File: src/rtl/ram_copy_engine.sv
// Block copy/fill initiator for a single-port RAM with combinational read.
// Copies use memmove semantics (backward walk when dst > src); fills write a constant.
module ram_copy_engine #(
    parameter int DATA_W = 16,
    parameter int ADDR_W = 3
) (
    input  logic              clk,
    input  logic              rst_n,
    input  logic              start,
    input  logic              mode,
    input  logic [ADDR_W-1:0] src_addr,
    input  logic [ADDR_W-1:0] dst_addr,
    input  logic [ADDR_W:0]   len,
    input  logic [DATA_W-1:0] fill_value,
    output logic              busy,
    output logic              done,
    output logic              error,
    output logic [ADDR_W-1:0] mem_address,
    output logic              mem_load,
    output logic [DATA_W-1:0] mem_in,
    input  logic [DATA_W-1:0] mem_out
);
    localparam logic [ADDR_W+1:0] DEPTH   = (ADDR_W+2)'(1 << ADDR_W);
    localparam logic [ADDR_W:0]   LEN_ONE = (ADDR_W+1)'(1);
    localparam logic [ADDR_W-1:0] OFF_ONE = ADDR_W'(1);

    typedef enum logic [1:0] {IDLE, READ, WRITE, FIN} state_t;

    state_t            state, state_n;
    logic [ADDR_W-1:0] off, off_n;
    logic              mode_r, down_r, err_r;
    logic [ADDR_W-1:0] src_r, dst_r;
    logic [ADDR_W:0]   len_r;
    logic [DATA_W-1:0] fill_r;

    logic [ADDR_W+1:0] src_end, dst_end;
    logic              reject, down, last;
    logic              cmd_mode, cmd_err;
    logic [ADDR_W-1:0] cmd_src, cmd_dst;
    logic [DATA_W-1:0] cmd_fill;
    logic              busy_d, done_d, error_d, load_d;
    logic [ADDR_W-1:0] addr_d;
    logic [DATA_W-1:0] in_d;

    // Range sums carry two extra bits so nothing wraps before the compare.
    assign src_end = {2'b00, src_addr} + {1'b0, len};
    assign dst_end = {2'b00, dst_addr} + {1'b0, len};
    assign reject  = (!mode && (src_end > DEPTH)) || (dst_end > DEPTH);
    assign down    = !mode && (dst_addr > src_addr);
    assign last    = down_r ? (off == '0) : ({1'b0, off} == (len_r - LEN_ONE));

    always_comb begin
        state_n = state;
        off_n   = off;
        case (state)
            IDLE: begin
                if (start) begin
                    if (reject || (len == '0)) state_n = FIN;
                    else if (mode)             state_n = WRITE;
                    else                       state_n = READ;
                    off_n = down ? ADDR_W'(len - LEN_ONE) : '0;
                end
            end
            READ:  state_n = WRITE;
            WRITE: begin
                if (last) begin
                    state_n = FIN;
                end else begin
                    state_n = mode_r ? WRITE : READ;
                    off_n   = down_r ? (off - OFF_ONE) : (off + OFF_ONE);
                end
            end
            default: state_n = IDLE;
        endcase
    end

    // Outputs are registered, so they are derived from the state being entered.
    // In IDLE the command is taken straight from the inputs being latched this edge.
    always_comb begin
        cmd_mode = (state == IDLE) ? mode       : mode_r;
        cmd_err  = (state == IDLE) ? reject     : err_r;
        cmd_src  = (state == IDLE) ? src_addr   : src_r;
        cmd_dst  = (state == IDLE) ? dst_addr   : dst_r;
        cmd_fill = (state == IDLE) ? fill_value : fill_r;
        busy_d   = (state_n == READ) || (state_n == WRITE);
        done_d   = (state_n == FIN);
        error_d  = done_d && cmd_err;
        load_d   = (state_n == WRITE);
        addr_d   = mem_address;
        in_d     = mem_in;
        if (state_n == READ) addr_d = cmd_src + off_n;
        if (state_n == WRITE) begin
            addr_d = cmd_dst + off_n;
            in_d   = cmd_mode ? cmd_fill : mem_out;
        end
    end

    always_ff @(posedge clk or negedge rst_n) begin
        if (!rst_n) begin
            state       <= IDLE;
            off         <= '0;
            busy        <= 1'b0;
            done        <= 1'b0;
            error       <= 1'b0;
            mem_load    <= 1'b0;
            mem_address <= '0;
            mem_in      <= '0;
        end else begin
            state       <= state_n;
            off         <= off_n;
            busy        <= busy_d;
            done        <= done_d;
            error       <= error_d;
            mem_load    <= load_d;
            mem_address <= addr_d;
            mem_in      <= in_d;
        end
    end

    always_ff @(posedge clk) begin
        if (state == IDLE && start) begin
            mode_r <= mode;
            down_r <= down;
            err_r  <= reject;
            src_r  <= src_addr;
            dst_r  <= dst_addr;
            len_r  <= len;
            fill_r <= fill_value;
        end
    end
endmodule

File: config.mk
export PLATFORM = sky130hd
export DESIGN_NAME = ram_copy_engine
export DESIGN_NICKNAME = d
export VERILOG_FILES = /design/src/rtl/ram_copy_engine.sv
export SDC_FILE = /design/constraint.sdc
export NUM_CORES = 1
export LEC_CHECK = 0
export CORE_MARGIN = 3
export CORE_UTILIZATION = 54
export DETAILED_ROUTE_END_ITERATION = 16
export PLACE_DENSITY = 0.91
export SLEW_MARGIN = 25
export SYNTH_ARGS = -nofsm -noshare
export SYNTH_HDL_FRONTEND = slang
export SYNTH_SLANG_ARGS = --single-unit
File: constraint.sdc
create_clock -name clk -period 12.35 [get_ports clk]
set_input_delay 3.0875 -clock clk [delete_from_list [all_inputs] [get_ports clk]]
set_output_delay 3.0875 -clock clk [all_outputs]
set_load 0.02 [all_outputs]
# == Word level (Yosys, flattened, before mapping) ==
# Index checks and enable logic that the tools add are counted.
# word_totals
word_cells,64
ff_bits,57
output_inout_bits,23
# classes
eq_ne,6
n_reduce_logical,12
muxes,20
addsub,8
order_cmp,3
# op_table
operator,n
16-bit two-way mux,2
3-bit two-way mux,8
3-bit by 4-bit adder with 5-bit output,2
"5-bit by 4-bit greater-than comparator with 1-bit output, second input constant",2
2-bit two-way mux,5
3-bit adder,2
"2-bit equality test, second input constant",3
2-bit one-hot mux with 3 select lines,1
3-bit one-hot mux with 2 select lines,1
"3-bit by 1-bit subtractor with 3-bit output, second input constant",2
"2-bit by 1-bit equality test with 1-bit output, second input constant",2
3-bit by 4-bit equality test with 1-bit output,1
1-bit logical AND,4
4-bit zero test,1
"4-bit by 1-bit subtractor with 4-bit output, second input constant",1
"3-bit by 1-bit adder with 3-bit output, second input constant",1
3-bit greater-than comparator,1
3-bit zero test,1
1-bit logical OR,3
1-bit two-way mux,3
2-bit zero test,1
2-bit nonzero test,1
1-bit zero test,1

# == Longest topological paths before layout ==
# Gate-level depths: netlist of the first run.
# logic_depth
word_depth,11
mapped_depth,19
depth_no_buf,17

# == Least setup slack after synthesis of the first run ==
# OpenSTA, ideal clock, no wires.
# synth_path
path_kind,input-to-reg
from,input dst_addr[0]
to,register mem_address[2]
arrival_time_ns,6.827
slack_ns,5.399
required_ns,12.226
stages,19
path_cell_list,ha_1 inv_1 fa_1 nor3b_1 o2bb2ai_1 a22oi_1 o21ai_0 a31o_2 a22oi_1 ha_1 clkbuf_1 buf_1 mux4_2 ha_1 inv_1 fa_1 xnor2_1 xnor2_1 o21ai_1
# synth_via
elab_chain_len,9
word_cells_on_any_way,20
# synth_rtl
element,line,rtl
start: declaration,12,"input logic [ADDR_W-1:0] dst_addr,"
3-bit by 4-bit adder with 5-bit output *,47,"assign dst_end = {2'b00, dst_addr} + {1'b0, len};"
5-bit by 4-bit greater-than comparator with 1-bit output *,48,assign reject = (!mode && (src_end > DEPTH)) || (dst_end > DEPTH);
1-bit logical OR *,48,
1-bit logical OR *,58,if (reject || (len == '0)) state_n = FIN;
2-bit two-way mux *,58,
2-bit two-way mux *,57,if (start) begin
2-bit one-hot mux with 3 select lines *,55,case (state)
via state_n[1],29,"state_t state, state_n;"
2-bit equality test *,--,
via load_d,41,"logic busy_d, done_d, error_d, load_d;"
3-bit two-way mux or 2-bit nonzero test (tied branches),--,
end signal: assignment,115,mem_address <= addr_d;
end: declaration,18,"output logic [ADDR_W-1:0] mem_address,"
# The timed path passes the listed nets; every way through them passes the cells marked *. The select of a mux whose other input is x is not followed.
# A chain may end at the register's enable or synchronous reset.

# == Worst setup path after layout of the first run ==
# Same ends and word-level chain as after synthesis.

==> results.py, run 1 <==
metrics = {
    "run_status": {
        "status": "complete, no violations",
    },
    "grt": {
        "grt-ovfl-total": 0,
        "grt_use_total": 0.245,
        "antenna_found_initial": 0,
        "grt_pass1_wl_um": 12000,
        "grt_pass1_vias": 2439,
        "grt_max_degree": 33,
    },
    "cts": {
        "clkTransAtPathRegs_ns": 0.07,
        "numCtsBuffers": 9,
        "cts_sinks": 57,
        "cts_max_path_buffers": 2,
        "cts_root_buffer": "clkbuf_8",
        "htreeDepth": 3,
        "cts_resized": 0,
        "cts_tree": "done",
        "insertion_delay_ns": 0.34,
        "post_cts_buffers": 0,
        "holdBufCountCts": 0,
    },
    "synthesis": {
        "synthDistinctLibCells": 49,
        "synth_top_area_share": 0.284,
        "ys.flop_type": "edfxtp_1",
        "synth_most_common_cell": "edfxtp_1",
        "syn-num-nets": 324,
        "netlist_area_sq_um": 3070,
        "synth_edf_count": 29,
        "ys.warnings.count": 0,
        "synth_top_area_cell": "edfxtp_1",
        "seq_area_frac_synth": 0.512,
        "synth.avg_cell_area_sq_um": 11.8,
        "synth_cells": 260,
        "async_flop_share": 0.491,
        "ys_top_cells_by_area": "edfxtp_1 (28%), dfrtp_1 (23%), mux2_2 (6.2%)",
        "ys_ff_latch": 57,
        "synth_top_cells_by_count": "edfxtp_1 (29), dfrtp_1 (28), nand2_1 (21), o21ai_0 (21)",
    },
    "cells_and_area": {
        "nNetsFinal": 397,
        "multi_input_area_sq_um": 1400,
        "fillCellCount": 316,
        "drive_gt1_frac": 0.142,
        "syn2layout_area_growth_pct": 32.8,
        "finish.utilization": 0.768,
        "diodes": 0,
        "seqCellArea_sq_um": 1570,
    },
    "sta": {
        "hold_viol_final": 0,
        "rsz0062_at_grt": "no",
        "setup_viol": 0,
        "holdWs_ns": 0.508,
        "setup-tns-final_ns": 0,
        "slew_headroom": 0.392,
        "tightest_slew_ns": 0.912,
        "timing.final.max_slew_violations": 0,
        "period_share": 0.608,
        "post-route-min-period_ns": 7.51,
        "fin_skew_ns": 0.00960,
        "max_freq_ghz": 0.133,
    },
    "power_and_ir_drop": {
        "power.leakage_nw": 1.65,
        "combPwrFrac": 0.492,
        "vdd_ir_drop_max_v": 0.000171,
        "p_int_uw": 665,
        "p_sw_uw": 388,
        "pwr-share-clk": 0.201,
        "p_sw_frac": 0.369,
        "pwr-share-seq": 0.308,
        "power.density_nw_per_um2": 258,
    },
    "floorplan": {
        "die_h_um": 81.4,
        "fp.dieW_um": 81.4,
        "num_rows": 26,
        "start_util": 0.579,
        "coreArea_sq_um": 5300,
        "die_area_sq_um": 6620,
        "ioPinCount": 69,
    },
    "route": {
        "firstDrtPassIters": 4,
        "wl_um": 7300,
        "viasPerCell": 5.66,
        "postRouteAntennaNets": 0,
        "wl_per_cell_um": 17.9,
        "drt_iter0_markers": 189,
        "vias": 2308,
        "drcViolationCount": 0,
    },
    "worst_hold_path": {
        "hold_path_class": "flip-flop to flip-flop",
    },
    "setup_path": {
        "startpoint": "dst_addr[0]",
        "worst-path-max-fanout": 20,
        "critPathMaxStageDelay_ns": 0.82,
        "r2r_end": "mem_address[2]",
        "cp_cell_sequence": "clkdlybuf4s50_1, ha_1, inv_1, fa_1, nor3b_1, o2bb2ai_1, a22oi_1, o21ai_0, a31o_2, a22oi_1, ha_1, mux4_2, ha_1, inv_1, fa_1, xnor2_1, xnor2_1, o21ai_1",
        "worstSetupStartpointType": "primary input",
        "crit_path_end_kind": "flip-flop",
        "critPathMostFrequentCell": "ha_1",
        "timing.rr.start": "len_r[0]",
        "arrival_ns": 7.72,
        "critPathSlowestCell": "ha_1",
        "r2r_cells": 16,
        "rrSetupSlack_ns": 8.03,
        "required_ns": 12.57,
        "crit_end": "mem_address[2]",
        "critPathKind": "primary input to flip-flop",
    },
    "placement": {
        "gp_congestion": 0.881,
        "dpl.hpwl_um": 5000,
        "port_buffers": 68,
    },
    "job": {
        "maxCapViolCount": 0,
    },
}
-- state kept, by name, indices dropped and copies added, names as in the netlist, 2 cells and up --
register	flops
dst_r	3
state	2
mem_address	3
off	3
src_r	3
mem_in	16
len_r	4
fill_r	16
-- through the flow --
| step | power, mW | worst slack (ns) | instance area [sq um] | instances |
|---|---|---|---|---|
| after global placement | 0.811 | 4.78 | 3830 | 392 |
| after CTS | 1.06 | 4.87 | 4070 | 408 |
| after detailed placement | 0.828 | 4.53 | 3830 | 392 |
| after floorplan | 0.654 | 5.40 | 3070 | 260 |
| after global routing | 1.12 | 4.54 | 4070 | 408 |
| final | 1.05 | 4.84 | 4070 | 408 |
-- placed cells by master, fill, tap and decap left out, types with 2 or more instances in the layout --
cell,Yosys,layout
clkdlybuf4s50_1,0,68
mux2i_1,17,16
and2_1,3,3
nand2_1,21,21
nand3b_1,2,2
dfrtp_1,28,28
nor2b_1,3,3
a31oi_1,2,2
buf_4,0,4
bufinv_16,0,3
edfxtp_1,29,29
nor2_1,14,13
or2b_1,2,2
o21a_1,2,2
nand3_1,2,2
clkbuf_8,0,9
clkinvlp_4,0,2
fa_1,4,4
inv_1,17,17
a21oi_1,12,12
mux2_2,17,17
mux4_2,3,3
a211o_1,3,3
nor3_1,3,3
a22oi_1,2,2
ha_1,14,14
xnor2_1,6,6
o21ai_0,21,21
-- per-layer routing --
metal | global-route usage | wire length (um) | vias to the layer above
met1 | 0.305 | 2840 | 1101
li1 | - | - | 1094
met5 | 0 | 0 | -
met2 | 0.404 | 3850 | 92
met4 | 0.0811 | 159 | 0
met3 | 0.0754 | 447 | 21
-- how the worst min path moves through the flow --
stage / from / end / slack, ns / cells past startpoint
3_3_place_gp: mem_address[1] / mem_address[1] / 0.47 / 2
5_1_grt: mem_in[3] / mem_in[3] / 0.52 / 1
6_report: mem_in[14] / mem_in[14] / 0.51 / 1
4_1_cts: mem_in[14] / mem_in[14] / 0.51 / 1
2_1_floorplan: err_r / error / 0.56 / 2
3_5_place_dp: mem_address[1] / mem_address[1] / 0.48 / 2
-- critical path, delay by kind of cell --
kind	cells	cell delay (ns)
xor gates and xnor gates	2	0.35
AOI/OAI and AO/OA	6	1.12
buffers and inverters	3	0.65
adders and majority gates	5	1.98
muxes	1	0.36
and+or+nand+nor	1	0.17
-- power groups by stage --
stage	clock, mW	sequential [mW]	combinational [mW]
2_1_floorplan	0	0.355	0.299
5_1_grt	0.222	0.332	0.564
3_3_place_gp	0	0.322	0.489
4_1_cts	0.213	0.323	0.521
6_report	0.211	0.324	0.518
3_5_place_dp	0	0.323	0.505
-- logic make-up (layout without fill, tap and decap cells) --
kind of cell             Yosys count  after routing  synth area share
AND/OR/NAND/NOR                   58             58            0.0934
flip-flops                        57             57             0.512
AO/OA/AOI/OAI                     56             56             0.117
multiplexers                      37             37             0.140
buffers and inverters             27            105            0.0339
adder cells (fa/ha/maj)           18             18            0.0832
XOR/XNOR                           7              7            0.0200
-- final cells by class --
type                       instances  share of cell area
clock buffer                       9              0.0304
clock inverter                     7              0.0289
inverter                          17              0.0157
multi-input combinational        176               0.343
sequential                        57               0.386
tap                               70              0.0215
timing repair buffer              72               0.174
No activity file was read; power rests on OpenSTA's default activity.
==> inputs of run 2 (changes only) <==
--- a/config.mk
+++ b/config.mk
@@ -6,9 +6,9 @@
 export NUM_CORES = 1
 export LEC_CHECK = 0
 export CORE_MARGIN = 3
-export CORE_UTILIZATION = 54
+export CORE_UTILIZATION = 50
 export DETAILED_ROUTE_END_ITERATION = 16
-export PLACE_DENSITY = 0.91
+export PLACE_DENSITY = 0.85
 export SLEW_MARGIN = 25
 export SYNTH_ARGS = -nofsm -noshare
 export SYNTH_HDL_FRONTEND = slang
==> constraint.sdc (replaced) <==
create_clock -name clk -period 7.8 [get_ports clk]
set_input_delay 1.95 -clock clk [delete_from_list [all_inputs] [get_ports clk]]
set_output_delay 1.95 -clock clk [all_outputs]
set_load 0.02 [all_outputs]
==> run 2 against run 1 <==
  * Critical path depth is 1 higher
  * Sequential cell count stayed put
  * Largest cell class unchanged
  * Clock-buffer cell count is 2 higher
  * Critical endpoint unchanged
  * Cell area hardly changed
  * First-iteration DRC count is 20% lower
  * Setup slack worse by 3.0 ns
==> results.py, run 2 (synthesis gave the netlist of run 1 again) <==
metrics = {
    "sta": {
        "setup_ws_ns": 1.80,
        "hold_viol_final": 0,
        "fin_skew_ns": 0.00581,
        "max_freq_ghz": 0.167,
        "timing.final.max_slew_violations": 0,
        "post-route-min-period_ns": 6.00,
        "period_share": 0.770,
        "rsz0062_at_grt": "no",
        "slew_headroom": 0.638,
        "setup-tns-final_ns": 0,
        "tightest_slew_ns": 0.538,
        "setup_viol": 0,
    },
    "placement": {
        "place_worst_setup_slack_ns": 1.51,
        "gp_congestion": 0.832,
        "dpl.hpwl_um": 5190,
        "port_buffers": 68,
    },
    "cells_and_area": {
        "drive_gt1_frac": 0.145,
        "final_common_cell": "clkdlybuf4s50_1",
        "syn2layout_area_growth_pct": 32.7,
        "final_cell_mix": "clkdlybuf4s50_1 (68), edfxtp_1 (29), dfrtp_1 (28), o21ai_0 (21), nand2_1 (21)",
        "diodes": 0,
        "nNetsFinal": 398,
        "top_regs": "fill_r: 16 flops, mem_in: 16 flops, len_r: 4 flops",
    },
    "floorplan": {
        "ioPinCount": 69,
        "num_rows": 27,
        "die_area_sq_um": 7110,
        "coreArea_sq_um": 5710,
        "fp.dieW_um": 84.3,
        "die_h_um": 84.3,
        "start_util": 0.537,
    },
    "cts": {
        "cts_root_buffer": "clkbuf_8",
        "post_cts_buffers": 0,
        "cts_max_path_buffers": 2,
        "cts_sinks": 57,
        "insertion_delay_ns": 0.33,
        "holdBufCountCts": 0,
        "cts_tree": "done",
        "htreeDepth": 3,
        "cts_resized": 0,
        "numCtsBuffers": 9,
        "clkTransAtPathRegs_ns": 0.06,
    },
    "grt": {
        "top_usage_layer": "met2",
        "grt_use_total": 0.215,
        "antenna_found_initial": 0,
        "use_met3": 0.0579,
        "grt_max_degree": 33,
        "grt-ovfl-total": 0,
        "grt_pass1_wl_um": 11800,
        "grt_pass1_vias": 2472,
        "met1_usage": 0.264,
        "grtUsageMet2": 0.357,
    },
    "route": {
        "viasPerCell": 5.62,
        "firstDrtPassIters": 4,
        "wl_um": 7050,
        "postRouteAntennaNets": 0,
        "vias": 2309,
        "drt_iter0_markers": 152,
        "drcViolationCount": 0,
        "wl_per_cell_um": 17.2,
    },
    "setup_path": {
        "cp_cell_sequence": "clkdlybuf4s50_1, ha_1, inv_1, fa_1, nor3b_1, o2bb2ai_1, a22oi_1, o21ai_0, a31o_2, a22oi_1, ha_1, buf_4, mux4_2, ha_1, inv_1, fa_1, xnor2_1, xnor2_1, o21ai_1",
        "path_delay_family": "adder cells",
        "arrival_ns": 6.22,
        "r2r_end": "mem_address[2]",
        "critPathSlowestCell": "clkdlybuf4s50_1",
        "critPathMaxStageDelay_ns": 0.55,
        "worst-path-max-fanout": 18,
        "cp.buffers_inverters": 4,
        "critPathMostFrequentCell": "ha_1",
        "timing.rr.start": "len_r[0]",
        "r2r_cells": 17,
        "crit_path_end_kind": "flip-flop",
        "worstSetupStartpointType": "primary input",
        "rrSetupSlack_ns": 3.77,
        "required_ns": 8.01,
        "critPathKind": "primary input to flip-flop",
    },
    "power_and_ir_drop": {
        "vdd_ir_drop_max_v": 0.000266,
        "pwr-share-clk": 0.192,
        "combPwrFrac": 0.494,
        "p_sw_uw": 593,
        "pwr-share-seq": 0.314,
        "power.density_nw_per_um2": 400,
        "power.leakage_nw": 1.66,
        "p_int_mw": 1.03,
        "p_sw_frac": 0.364,
    },
    "worst_hold_path": {
        "hold_start": "mem_in[8]",
        "hold_path_class": "flip-flop to flip-flop",
        "holdPathEnd": "mem_in[8]",
        "min_path_cells": 1,
    },
    "job": {
        "maxCapViolCount": 0,
    },
    "run_status": {
        "status": "complete, no violations",
    },
}
-- run 2: cell count changes in the layout (fill, tap and decap cells not counted), sizes merged --
cell | previous run | this run
clkbuf | 9 | 11
clkinv | 1 | 3
clkinvlp | 2 | 0
buf | 4 | 5
bufinv | 3 | 2
inv | 18 | 17
-- run 2: layer usage --
| layer | vias to the layer above | share of wire |
|---|---|---|
| met5 | - | 0 |
| met3 | 13 | 0.048 |
| li1 | 1088 | - |
| met2 | 71 | 0.51 |
| met1 | 1137 | 0.42 |
| met4 | 0 | 0.020 |
-- run 2: worst register-to-register path, cell delays in order (launching register included) --
cell	delay, ns
edfxtp_1	0.42
inv_1	0.07
ha_1	0.20
xor2_1	0.18
nor4_1	0.43
o21ai_2	0.20
or2b_1	0.19
a21oi_1	0.06
a22oi_1	0.30
ha_1	0.28
buf_4	0.30
mux4_2	0.25
ha_1	0.15
inv_1	0.05
fa_1	0.37
xnor2_1	0.21
xnor2_1	0.16
o21ai_1	0.09
-- run 2: stage by stage --
stage | utilization | instances | hold WS, ns | instance area [sq um] | total power, mW
finish | 0.713 | 411 | 0.507 | 4070 | 1.63
global route | 0.713 | 411 | 0.529 | 4070 | 1.74
CTS | 0.713 | 411 | 0.509 | 4070 | 1.64
detailed placement | 0.673 | 395 | 0.495 | 3840 | 1.32
global placement | 0.673 | 395 | 0.494 | 3840 | 1.28
floorplan | - | 260 | 0.555 | 3070 | 1.04
-- run 2: cell type report --
cell class	count	area, sq um
well taps	72	90.1
repair buffers	73	718
clock inverters	5	77.6
clock buffers	11	151
flip-flops and latches	57	1570
fillers	380	1640
inverters	17	63.8
multi-input cells	176	1400
-- run 2: power groups by stage --
stage | Combinational (mW) | Sequential, mW | Clock [mW]
2_1_floorplan | 0.473 | 0.562 | 0
3_3_place_gp | 0.773 | 0.511 | 0
3_5_place_dp | 0.805 | 0.514 | 0
4_1_cts | 0.815 | 0.510 | 0.318
5_1_grt | 0.883 | 0.524 | 0.334
6_report | 0.804 | 0.511 | 0.312
-- run 2: worst max-delay path by stage --
stage                           start        endpoint  cells past startpoint
after detailed placement  dst_addr[0]  mem_address[2]                     19
after global routing           len[0]  mem_address[2]                     19
after floorplan           dst_addr[0]  mem_address[2]                     19
after global placement    dst_addr[0]  mem_address[2]                     19
after CTS                      len[0]  mem_address[2]                     19
final                          len[0]  mem_address[2]                     19
